**src/rtl/timer_controller_pkg.sv**
```systemverilog
// Shared timer constants: FSM state codes and the default alarm duration,
// used by the controller and the display logic.
package timer_controller_pkg;

  typedef enum logic [1:0] {
    StIdle  = 2'd0,
    StRun   = 2'd1,
    StPause = 2'd2,
    StAlarm = 2'd3
  } state_e;

  localparam int unsigned AlarmSecsDefault = 10;

endpackage

```
**src/rtl/timer_controller_edge_detect.sv**
```systemverilog
// Registered rising-edge detector. The history flop resets to 1 so that a
// level already high when reset is released is not reported as an edge.
module edge_detect (
  input  logic clk,
  input  logic reset,
  input  logic d,
  output logic rise
);

  logic prev_d, prev_q;

  always_comb begin
    prev_d = d;
  end

  always_ff @(posedge clk) begin
    if (reset) begin
      prev_q <= 1'b1;
    end else begin
      prev_q <= prev_d;
    end
  end

  assign rise = d & ~prev_q;

endmodule

```
**src/rtl/timer_controller.sv**
```systemverilog
// Stopwatch/timer control FSM: turns button edges, the 1 Hz tick and counter
// feedback into registered enable/direction/clear controls plus alarm/blink.
module timer_controller
  import timer_controller_pkg::*;
#(
  parameter int unsigned ALARM_SECS = AlarmSecsDefault
) (
  input  logic       clk,
  input  logic       reset,
  input  logic       tick_1hz,
  input  logic       btn_start,
  input  logic       btn_stop,
  input  logic       btn_clear,
  input  logic       btn_mode,
  input  logic [5:0] target_min,
  input  logic [5:0] cnt_seconds,
  input  logic [5:0] cnt_minutes,
  input  logic       cnt_finish,
  output logic       cnt_enable,
  output logic       cnt_forward,
  output logic       cnt_reset,
  output logic       alarm,
  output logic       blink,
  output logic [1:0] state
);

  localparam logic [5:0] TickLast = 6'(ALARM_SECS - 1);

  logic start_rise, stop_rise, clear_rise, mode_rise;

  edge_detect u_edge_start (.clk(clk), .reset(reset), .d(btn_start), .rise(start_rise));
  edge_detect u_edge_stop  (.clk(clk), .reset(reset), .d(btn_stop),  .rise(stop_rise));
  edge_detect u_edge_clear (.clk(clk), .reset(reset), .d(btn_clear), .rise(clear_rise));
  edge_detect u_edge_mode  (.clk(clk), .reset(reset), .d(btn_mode),  .rise(mode_rise));

  state_e     state_q, state_d;
  logic [5:0] tick_cnt_q, tick_cnt_d;
  logic       cnt_enable_q, cnt_enable_d;
  logic       cnt_forward_q, cnt_forward_d;
  logic       cnt_reset_q, cnt_reset_d;
  logic       alarm_q, alarm_d;
  logic       blink_q, blink_d;
  logic       target_hit;

  assign target_hit = cnt_forward_q && (target_min != 6'd0) &&
                      (cnt_minutes == target_min) && (cnt_seconds == 6'd0);

  always_ff @(posedge clk) begin
    if (reset) begin
      state_q       <= StIdle;
      tick_cnt_q    <= 6'd0;
      cnt_enable_q  <= 1'b0;
      cnt_forward_q <= 1'b1;
      cnt_reset_q   <= 1'b1;
      alarm_q       <= 1'b0;
      blink_q       <= 1'b0;
    end else begin
      state_q       <= state_d;
      tick_cnt_q    <= tick_cnt_d;
      cnt_enable_q  <= cnt_enable_d;
      cnt_forward_q <= cnt_forward_d;
      cnt_reset_q   <= cnt_reset_d;
      alarm_q       <= alarm_d;
      blink_q       <= blink_d;
    end
  end

  // Priority: clear > finish/target > stop > start.
  always_comb begin
    state_d       = state_q;
    cnt_forward_d = cnt_forward_q;
    unique case (state_q)
      StIdle: begin
        if (start_rise) state_d = StRun;
        if (mode_rise)  cnt_forward_d = ~cnt_forward_q;
      end
      StRun: begin
        if (cnt_finish || target_hit) state_d = StAlarm;
        else if (stop_rise)           state_d = StPause;
      end
      StPause: begin
        if (start_rise) state_d = StRun;
      end
      StAlarm: begin
        if (tick_1hz && (tick_cnt_q == TickLast)) state_d = StIdle;
      end
      default: state_d = StIdle;
    endcase
    if (clear_rise) state_d = StIdle;
  end

  always_comb begin
    logic entered;
    logic blinking;
    entered      = (state_d != state_q);
    blinking     = (state_d == StPause) || (state_d == StAlarm);
    cnt_enable_d = (state_d == StRun);
    alarm_d      = (state_d == StAlarm);
    // Guard keeps the clear pulse single-cycle even if clear follows a timeout.
    cnt_reset_d  = (state_d == StIdle) && (entered || clear_rise) && !cnt_reset_q;

    if (!blinking || entered) begin
      blink_d = 1'b0;
    end else if (tick_1hz) begin
      blink_d = ~blink_q;
    end else begin
      blink_d = blink_q;
    end

    if (state_d == StAlarm && state_q != StAlarm) begin
      tick_cnt_d = 6'd0;
    end else if (state_q == StAlarm && tick_1hz) begin
      tick_cnt_d = tick_cnt_q + 6'd1;
    end else begin
      tick_cnt_d = tick_cnt_q;
    end
  end

  assign cnt_enable  = cnt_enable_q;
  assign cnt_forward = cnt_forward_q;
  assign cnt_reset   = cnt_reset_q;
  assign alarm       = alarm_q;
  assign blink       = blink_q;
  assign state       = state_q;

endmodule

```
**config.mk**
```make
export PLATFORM = sky130hd
export DESIGN_NAME = timer_controller
export DESIGN_NICKNAME = d
export VERILOG_FILES = /design/src/rtl/timer_controller_pkg.sv /design/src/rtl/timer_controller_edge_detect.sv /design/src/rtl/timer_controller.sv
export SDC_FILE = /design/constraint.sdc
export NUM_CORES = 1
export LEC_CHECK = 0
export BUFFER_PORTS_ARGS = -buffer_cell sky130_fd_sc_hd__buf_4
export CORE_UTILIZATION = 50
export DETAILED_ROUTE_END_ITERATION = 10
export HOLD_SLACK_MARGIN = 0.03
export PLACE_DENSITY = 0.81
export SKIP_CTS_REPAIR_TIMING = 1
export SYNTH_ARGS = -nofsm -noshare
export SYNTH_HDL_FRONTEND = slang
export SYNTH_SLANG_ARGS = --single-unit
```
**constraint.sdc**
```tcl
create_clock -name clk -period 4.3 [get_ports clk]
set_input_delay 0.43 -clock clk [delete_from_list [all_inputs] [get_ports clk]]
set_output_delay 0.43 -clock clk [all_outputs]
set_load 0.03 [all_outputs]
```
==> flow_metrics.py, run 1 <==
metrics = {
    "yosys": {
        "syn_avg_cell_area_sq_um": 9.19,
        "synthTopCellsByArea": "dfxtp_1 39%, xor2_1 11%, nor2_1 5.1%, or2_2 3.5%, nand2_1 3.0%",
        "synthFlopType": "dfxtp_1",
        "yosysTopAreaCellShare": 0.386,
        "ys_types": 34,
        "syn_nets": 124,
        "synth_area_sq_um": 882,
        "ys_seq_area_frac": 0.386,
        "synthCells": 96,
        "synth_top_area_cell": "dfxtp_1",
        "synth_common_cells": "17 x dfxtp_1, 12 x nor2_1, 11 x xor2_1",
        "synth_edf_count": 0,
        "synth_seq_cells": 17,
        "ys.warnings.count": 0,
        "synthArstFlopShare": 0,
        "synth.most_common_cell": "dfxtp_1",
    },
    "route": {
        "vias": 797,
        "drt_iter0_markers": 13,
        "wl_per_cell_um": 13.1,
        "wl_mm": 1.92,
        "drc": 0,
        "via_per_inst": 5.42,
        "drt-pass1-iter-count": 6,
        "postRouteAntennaNets": 0,
    },
    "pwr": {
        "power.total_uw": 321,
        "power.density_nw_per_um2": 276,
        "max-vdd-ir-drop_mv": 0.203,
        "p_leak_uw": 0.000506,
    },
    "layout": {
        "final_area_sq_um": 1160,
        "multi_input_area_sq_um": 531,
        "num_antenna_cells": 0,
        "final_net_count": 160,
        "area_growth_pct": 32.1,
        "layout-drive-gt1-share": 0.382,
        "final_cells": 147,
        "seqCellArea_sq_um": 340,
        "fillCellCount": 123,
    },
    "run": {
        "max_cap_viol_count": 0,
    },
    "floorplanning": {
        "die_w_um": 44,
        "die_h_um": 44,
        "die_area_sq_um": 1940,
        "start_util": 0.560,
        "num_rows": 14,
        "fp.coreArea_sq_um": 1580,
        "io_pins": 33,
    },
    "timing": {
        "setup-tns-final_ns": 0,
        "finalCriticalPeriod_ns": 1.84,
        "rsz0062_at_grt": "no",
        "max_slew.worst_pin.slew_ns": 0.475,
        "hold_viol": 0,
        "slew_headroom": 0.679,
        "finalCritPeriodShare": 0.428,
        "fin_worst_skew_ns": 0.00653,
        "fmax_ghz": 0.543,
        "setup_violations": 0,
        "maxSlewViolCount": 0,
        "hold_ws_ns": 0.332,
    },
    "min_path": {
        "hold_path_class": "primary input to flip-flop",
    },
    "placement": {
        "portBuffers": 32,
        "hpwl_mm": 1.59,
        "place_congestion": 0.857,
        "placed_cell_area_sq_um": 1140,
        "post-place-cells": 143,
    },
    "critical_path": {
        "critPathMaxFanout": 4,
        "start_kind": "flip-flop",
        "endpoint_kind": "flip-flop",
        "cp.required_ns": 4.48,
        "worstSetupPathType": "flip-flop to flip-flop",
        "arrival_ns": 2.03,
    },
    "global_routing": {
        "grt_antenna_before_repair": 0,
        "grt_max_degree": 14,
        "grt_pass1_vias": 754,
        "grt-ovfl-total": 0,
        "grt_pass1_wl_mm": 3.04,
        "grtUsageTotal": 0.216,
    },
    "clocking": {
        "cts_tree": "yes",
        "root_buffer": "clkbuf_4",
        "cts.sink_count": 17,
        "clock_path_buffers": 2,
        "h-tree-depth": 1,
        "numCtsBuffers": 3,
        "path_clk_slew_ns": 0.09,
        "clk-insertion-delay-late_ns": 0.29,
    },
    "run_status": {
        "outcome": "finished, final reports clean",
    },
}
==> metrics by stage <==
| stage | worst slack [ns] | utilization |
|---|---|---|
| floorplan | 2.45 | - |
| global placement | 2.35 | 0.722 |
| detailed placement | 2.28 | 0.722 |
| CTS | 2.46 | 0.739 |
| global route | 2.35 | 0.739 |
| finish | 2.46 | 0.739 |
==> critical path, cell delays in order (launching register included) <==
cell	delay [ns]
dfxtp_1	0.38
inv_1	0.06
ha_1	0.17
nor4b_1	0.16
a211oi_2	0.32
o21ai_0	0.17
a31o_2	0.27
a31o_1	0.20
==> layout by cell type, fill, tap and decap left out, types with 2 or more instances in the layout <==
cell type  synthesis  routed
nor3b_1            2       2
nor2b_1            2       2
dfxtp_1           17      17
nand2b_1           4       4
xor2_1            11      11
inv_1              2       2
nand2_1            7       7
nor3_1             3       3
a211oi_1           2       2
nand3_1            3       3
and3_1             2       2
nor4_1             3       3
ha_1               2       2
nor2_1            12      12
or2_2              5       5
clkbuf_4           0       3
buf_4              0      32
==> state kept, by name, summed over array words and instances, names as in the netlist <==
| register | cells |
|---|---|
| tick_cnt_q | 6 |
| state | 2 |
| alarm | 1 |
| blink | 1 |
| cnt_enable | 1 |
| cnt_forward | 1 |
| cnt_reset | 1 |
| u_edge_clear.prev_q | 1 |
| u_edge_mode.prev_q | 1 |
| u_edge_start.prev_q | 1 |
| u_edge_stop.prev_q | 1 |
==> final timing paths <==
path | startpoint | end | slack (ns) | cells after the start
setup / recovery | tick_cnt_q[1]$_SDFFE_PP0P_ | cnt_reset$_SDFF_PP1_ | 2.46 | 7
hold / removal | btn_mode | u_edge_mode.prev_q$_SDFF_PP1_ | 0.33 | 2
setup reg to reg | tick_cnt_q[1]$_SDFFE_PP0P_ | cnt_reset$_SDFF_PP1_ | 2.46 | 7
hold reg to reg | cnt_reset$_SDFF_PP1_ | cnt_reset$_SDFF_PP1_ | 0.50 | 2
==> power by group <==
part,internal [uW],switching (uW)
sequential,163,4.45
clock,36.1,46.6
combinational,35.7,35.3
==> per-layer routing <==
metal  up-vias  GRT usage  share of wire
li1        412          -              -
met1       359      0.235           0.41
met2        22      0.403           0.54
met3         4     0.0542          0.041
met4         0     0.0667         0.0099
met5         -          0              0
==> final cells by class <==
type	count	area share
clock buffers	4	0.0226
inverters	2	0.00644
multi-input cells	76	0.455
flip-flops and latches	17	0.292
well taps	16	0.0172
repair buffers	32	0.206
==> cell families (layout without fill, tap and decap cells) <==
group,count (synthesis),count (layout),share of synthesized area
compound gates,13,13,0.128
fa+ha+maj,2,2,0.0284
buf+inv,3,38,0.0128
flops,17,17,0.386
xor+xnor,12,12,0.119
simple gates,49,49,0.326
(Power assumes the default switching activity.)
==> run 2, diff against run 1 <==
--- a/config.mk
+++ b/config.mk
@@ -6,10 +6,10 @@
 export NUM_CORES = 1
 export LEC_CHECK = 0
 export BUFFER_PORTS_ARGS = -buffer_cell sky130_fd_sc_hd__buf_4
-export CORE_UTILIZATION = 50
+export CORE_UTILIZATION = 47
 export DETAILED_ROUTE_END_ITERATION = 10
 export HOLD_SLACK_MARGIN = 0.03
-export PLACE_DENSITY = 0.81
+export PLACE_DENSITY = 0.77
 export SKIP_CTS_REPAIR_TIMING = 1
 export SYNTH_ARGS = -nofsm -noshare
 export SYNTH_HDL_FRONTEND = slang
==> constraint.sdc (replaced) <==
create_clock -name clk -period 1.9 [get_ports clk]
set_input_delay 0.19 -clock clk [delete_from_list [all_inputs] [get_ports clk]]
set_output_delay 0.19 -clock clk [all_outputs]
set_load 0.03 [all_outputs]
==> run 2 against run 1 <==
- non-clock buffer count is 1 higher
- cell count is 6.8% higher
- critical endpoint unchanged
- utilization is 6.0 points lower
- power is 130% higher
- critical path depth stayed put
- count of clock-buffer cells in the layout is 1 lower
- register-to-register slack worse by 2.4 ns
==> flow_metrics.py, run 2 (synthesized netlist as in run 1, its figures left out) <==
metrics = {
    "run_status": {
        "outcome": "finished, final reports clean",
    },
    "timing": {
        "slew_headroom": 0.695,
        "finalCriticalPeriod_ns": 1.83,
        "fin_worst_skew_ns": 0.00337,
        "hold_viol": 0,
        "fmax_ghz": 0.546,
        "maxSlewViolCount": 0,
        "max_slew.worst_pin.slew_ns": 0.451,
        "rsz0062_at_grt": "no",
        "setup-tns-final_ns": 0,
        "finalCritPeriodShare": 0.965,
        "setup_violations": 0,
    },
    "route": {
        "wl_mm": 2.00,
        "drt-pass1-iter-count": 5,
        "drc": 0,
        "wl_per_cell_um": 12.7,
        "vias": 826,
        "via_per_inst": 5.26,
        "postRouteAntennaNets": 0,
        "drt_iter0_markers": 6,
    },
    "floorplanning": {
        "num_rows": 15,
        "die_h_um": 45.3,
        "die_w_um": 45.3,
        "start_util": 0.505,
        "die_area_sq_um": 2050,
        "io_pins": 33,
        "fp.coreArea_sq_um": 1750,
    },
    "critical_path": {
        "cp_cell_sequence": "inv_1, ha_1, nor4b_1, a211oi_2, o21ai_0, a31o_2, a31o_1",
        "cp.required_ns": 2.10,
        "endpoint_kind": "flip-flop",
        "rrSetupSlack_ns": 0.07,
        "path_buf_inv": 1,
        "cpPeakStageDelay_ns": 0.38,
        "slowest_stage": "dfxtp_1",
        "critPathMaxFanout": 4,
        "cpLargestDelayFamily": "compound AO/OA/AOI/OAI gates",
        "start_kind": "flip-flop",
        "worstSetupPathType": "flip-flop to flip-flop",
        "arrival_ns": 2.03,
    },
    "global_routing": {
        "grt_pass1_vias": 765,
        "grt_max_degree": 14,
        "grtUsageTotal": 0.220,
        "grt_pass1_wl_mm": 3.19,
        "grt_antenna_before_repair": 0,
        "grt-ovfl-total": 0,
    },
    "placement": {
        "hpwl_mm": 1.53,
        "placed_cell_area_sq_um": 1150,
        "place_congestion": 0.779,
        "portBuffers": 32,
    },
    "clocking": {
        "clk-insertion-delay-late_ns": 0.29,
        "cts_tree": "yes",
        "h-tree-depth": 1,
        "path_clk_slew_ns": 0.10,
        "numCtsBuffers": 3,
        "clock_path_buffers": 2,
        "root_buffer": "clkbuf_4",
        "cts.sink_count": 17,
    },
    "pwr": {
        "power.density_nw_per_um2": 623,
        "p_leak_uw": 0.000514,
        "max-vdd-ir-drop_mv": 0.448,
    },
    "min_path": {
        "hold_path_class": "primary input to flip-flop",
    },
    "layout": {
        "num_antenna_cells": 0,
        "final_area_sq_um": 1180,
        "largest_register_ffs": 6,
        "area_growth_pct": 34.3,
        "final_common_cell": "buf_4",
        "multi_input_area_sq_um": 531,
        "fillCellCount": 145,
        "regMostFlops": "tick_cnt_q",
        "final_net_count": 161,
        "layout-drive-gt1-share": 0.394,
        "seqCellArea_sq_um": 340,
        "final_cell_mix": "33 x buf_4, 17 x dfxtp_1, 12 x nor2_1, 11 x xor2_1, 7 x nand2_1",
    },
    "run": {
        "max_cap_viol_count": 0,
    },
}
## run 2: changes by cell type in the layout (fill, tap and decap cells not counted), sizes merged
| cell | delta |
|---|---|
| clkbuf | -1 |
| clkinv | +1 |
| buf | +1 |
## run 2: worst paths after layout
check,startpoint,end,depth (start not counted)
worst min-delay path,btn_clear,u_edge_clear.prev_q$_SDFF_PP1_,2
worst min register to register,cnt_reset$_SDFF_PP1_,cnt_reset$_SDFF_PP1_,2
worst max-delay path,tick_cnt_q[1]$_SDFFE_PP0P_,cnt_reset$_SDFF_PP1_,7
worst max register to register,tick_cnt_q[1]$_SDFFE_PP0P_,cnt_reset$_SDFF_PP1_,7
## run 2: routing by layer
metal / global-route usage / routed length (um)
met1: 0.249 / 852
met2: 0.394 / 1020
met3: 0.0600 / 106
met4: 0.0727 / 20
met5: 0 / 0
## run 2: area by class of cell
cell class	instances	area share
clock buffer	3	0.0190
clock inverter	1	0.00422
tap	25	0.0264
sequential	17	0.287
timing repair buffer	33	0.209
multi-input combinational	76	0.448
inverter	2	0.00634
## run 2: through the flow
step	hold slack, ns	worst slack (ns)	power [uW]	std cells	util
2_1_floorplan	0.291	0.0507	473	96	-
3_3_place_gp	0.385	0.162	545	152	0.659
3_5_place_dp	0.389	0.0904	549	152	0.659
4_1_cts	0.0729	0.0641	742	156	0.675
5_1_grt	0.0700	0.0149	773	157	0.679
6_report	0.0815	0.0673	738	157	0.679
## run 2: power by group
part | leakage, uW | total, uW | switching, uW | internal [uW]
clock network | 0.0000177 | 192 | 113 | 78.4
logic | 0.000358 | 166 | 82.5 | 83.7
registers | 0.000139 | 380 | 10.7 | 370
==> run 3, diff against run 2 <==
==> constraint.sdc (replaced) <==
create_clock -name clk -period 2.1 [get_ports clk]
set_input_delay 0.21 -clock clk [delete_from_list [all_inputs] [get_ports clk]]
set_output_delay 0.21 -clock clk [all_outputs]
set_load 0.03 [all_outputs]
==> run 3 against run 2 <==
- cell area is 0.74% lower
- critical path type unchanged
- highest routed layer unchanged
- power is 10% lower
- cell count is 0.64% lower
- clock power is 9% lower
- global-route usage is 0.64 points lower
==> flow_metrics.py, run 3 (synthesized netlist as in run 1, its figures left out) <==
metrics = {
    "pwr": {
        "power.density_nw_per_um2": 563,
        "p_leak_uw": 0.000506,
        "p_sw_uw": 181,
        "max-vdd-ir-drop_mv": 0.424,
        "pwr-share-seq": 0.520,
        "clockPowerShare": 0.263,
        "sw_frac_of_total": 0.273,
        "p_int_uw": 481,
        "power.total_uw": 662,
        "comb_power_share": 0.217,
    },
    "route": {
        "wl_per_cell_um": 11.9,
        "vias": 811,
        "drc": 0,
        "via_per_inst": 5.20,
        "wl_mm": 1.85,
        "routed.top_layer": "met4",
        "postRouteAntennaNets": 0,
        "met1_length_um": 803,
        "drt-pass1-iter-count": 4,
        "drt_iter0_markers": 10,
        "met3_length_um": 108,
        "dr_wl_met2_um": 921,
    },
    "clocking": {
        "h-tree-depth": 1,
        "numCtsBuffers": 3,
        "cts_tree": "yes",
        "cts.sink_count": 17,
        "clk-insertion-delay-late_ns": 0.29,
        "root_buffer": "clkbuf_4",
        "clock_path_buffers": 2,
        "path_clk_slew_ns": 0.09,
    },
    "timing": {
        "max_slew.worst_pin.slew_ns": 0.430,
        "rsz0062_at_grt": "no",
        "finalCritPeriodShare": 0.859,
        "hold_ws_ns": 0.106,
        "maxSlewViolCount": 0,
        "setup_violations": 0,
        "fin_ws_ns": 0.297,
        "setup-tns-final_ns": 0,
        "slew_headroom": 0.709,
        "hold_viol": 0,
        "finalCriticalPeriod_ns": 1.80,
        "fmax_ghz": 0.555,
        "fin_worst_skew_ns": 0.00552,
    },
    "floorplanning": {
        "num_rows": 15,
        "fp.coreArea_sq_um": 1750,
        "die_h_um": 45.3,
        "start_util": 0.505,
        "die_w_um": 45.3,
        "die_area_sq_um": 2050,
        "io_pins": 33,
    },
    "placement": {
        "place_congestion": 0.794,
        "portBuffers": 32,
        "preCtsSetupSlack_ns": 0.305,
        "hpwl_mm": 1.48,
    },
    "layout": {
        "largest_register_ffs": 6,
        "layout-drive-gt1-share": 0.382,
        "final_net_count": 160,
        "regMostFlops": "tick_cnt_q",
        "final_common_cell": "buf_4",
        "final_cell_mix": "32 x buf_4, 17 x dfxtp_1, 12 x nor2_1, 11 x xor2_1, 7 x nand2_1",
        "area_growth_pct": 33.3,
        "num_antenna_cells": 0,
    },
    "global_routing": {
        "grt_pass1_vias": 732,
        "grt_pass1_wl_mm": 3.11,
        "grt-ovfl-total": 0,
        "grtUsageTotal": 0.214,
        "grt_max_degree": 14,
        "grt_antenna_before_repair": 0,
    },
    "critical_path": {
        "endpoint_kind": "flip-flop",
        "critPathMaxFanout": 4,
        "start_kind": "flip-flop",
        "arrival_ns": 1.99,
        "rrSetupSlack_ns": 0.30,
        "worstSetupPathType": "flip-flop to flip-flop",
        "cp.required_ns": 2.29,
    },
    "run": {
        "max_cap_viol_count": 0,
    },
    "run_status": {
        "outcome": "finished, final reports clean",
    },
    "min_path": {
        "hold_path_class": "primary input to flip-flop",
    },
}
[run 3: changes by cell type in the layout (fill, tap and decap cells not counted)]
cell,before,now
buf_4,33,32
clkinv_2,1,0
clkbuf_1,0,1
[run 3: power by group through the flow]
stage / logic [uW] / registers, uW / clock network [uW]
4_1_cts: 145 / 344 / 181
3_3_place_gp: 142 / 351 / 0
6_report: 144 / 344 / 174
5_1_grt: 157 / 346 / 196
3_5_place_dp: 144 / 352 / 0
2_1_floorplan: 63.4 / 365 / 0
[run 3: layer usage]
layer / global-route usage / up-vias
li1: - / 412
met1: 0.255 / 370
met2: 0.365 / 24
met3: 0.0720 / 5
met4: 0.0545 / 0
met5: 0 / -
[run 3: final timing paths]
kind / depth (start not counted) / from / end
setup / recovery: 7 / tick_cnt_q[1]$_SDFFE_PP0P_ / cnt_reset$_SDFF_PP1_
hold / removal: 2 / btn_mode / u_edge_mode.prev_q$_SDFF_PP1_
setup reg to reg: 7 / tick_cnt_q[1]$_SDFFE_PP0P_ / cnt_reset$_SDFF_PP1_
hold reg to reg: 2 / cnt_reset$_SDFF_PP1_ / cnt_reset$_SDFF_PP1_
[run 3: cell type report]
cell class / count / area, sq um
fillers: 161 / 569
multi-input cells: 76 / 531
flip-flops and latches: 17 / 340
repair buffers: 32 / 240
well taps: 25 / 31.3
clock buffers: 4 / 26.3
inverters: 2 / 7.51
[run 3: critical path, stage by stage (launching register included)]
cell and delay (ns):
dfxtp_1 0.38, inv_1 0.07, ha_1 0.17, nor4b_1 0.15, a211oi_2 0.29, o21ai_0 0.17, a31o_2 0.27, a31o_1 0.21
[run 3: per-stage QoR]
step	util	instances	instance area, sq um
2_1_floorplan	-	96	882
3_3_place_gp	0.659	152	1150
3_5_place_dp	0.659	152	1150
4_1_cts	0.674	156	1180
5_1_grt	0.674	156	1180
6_report	0.674	156	1180
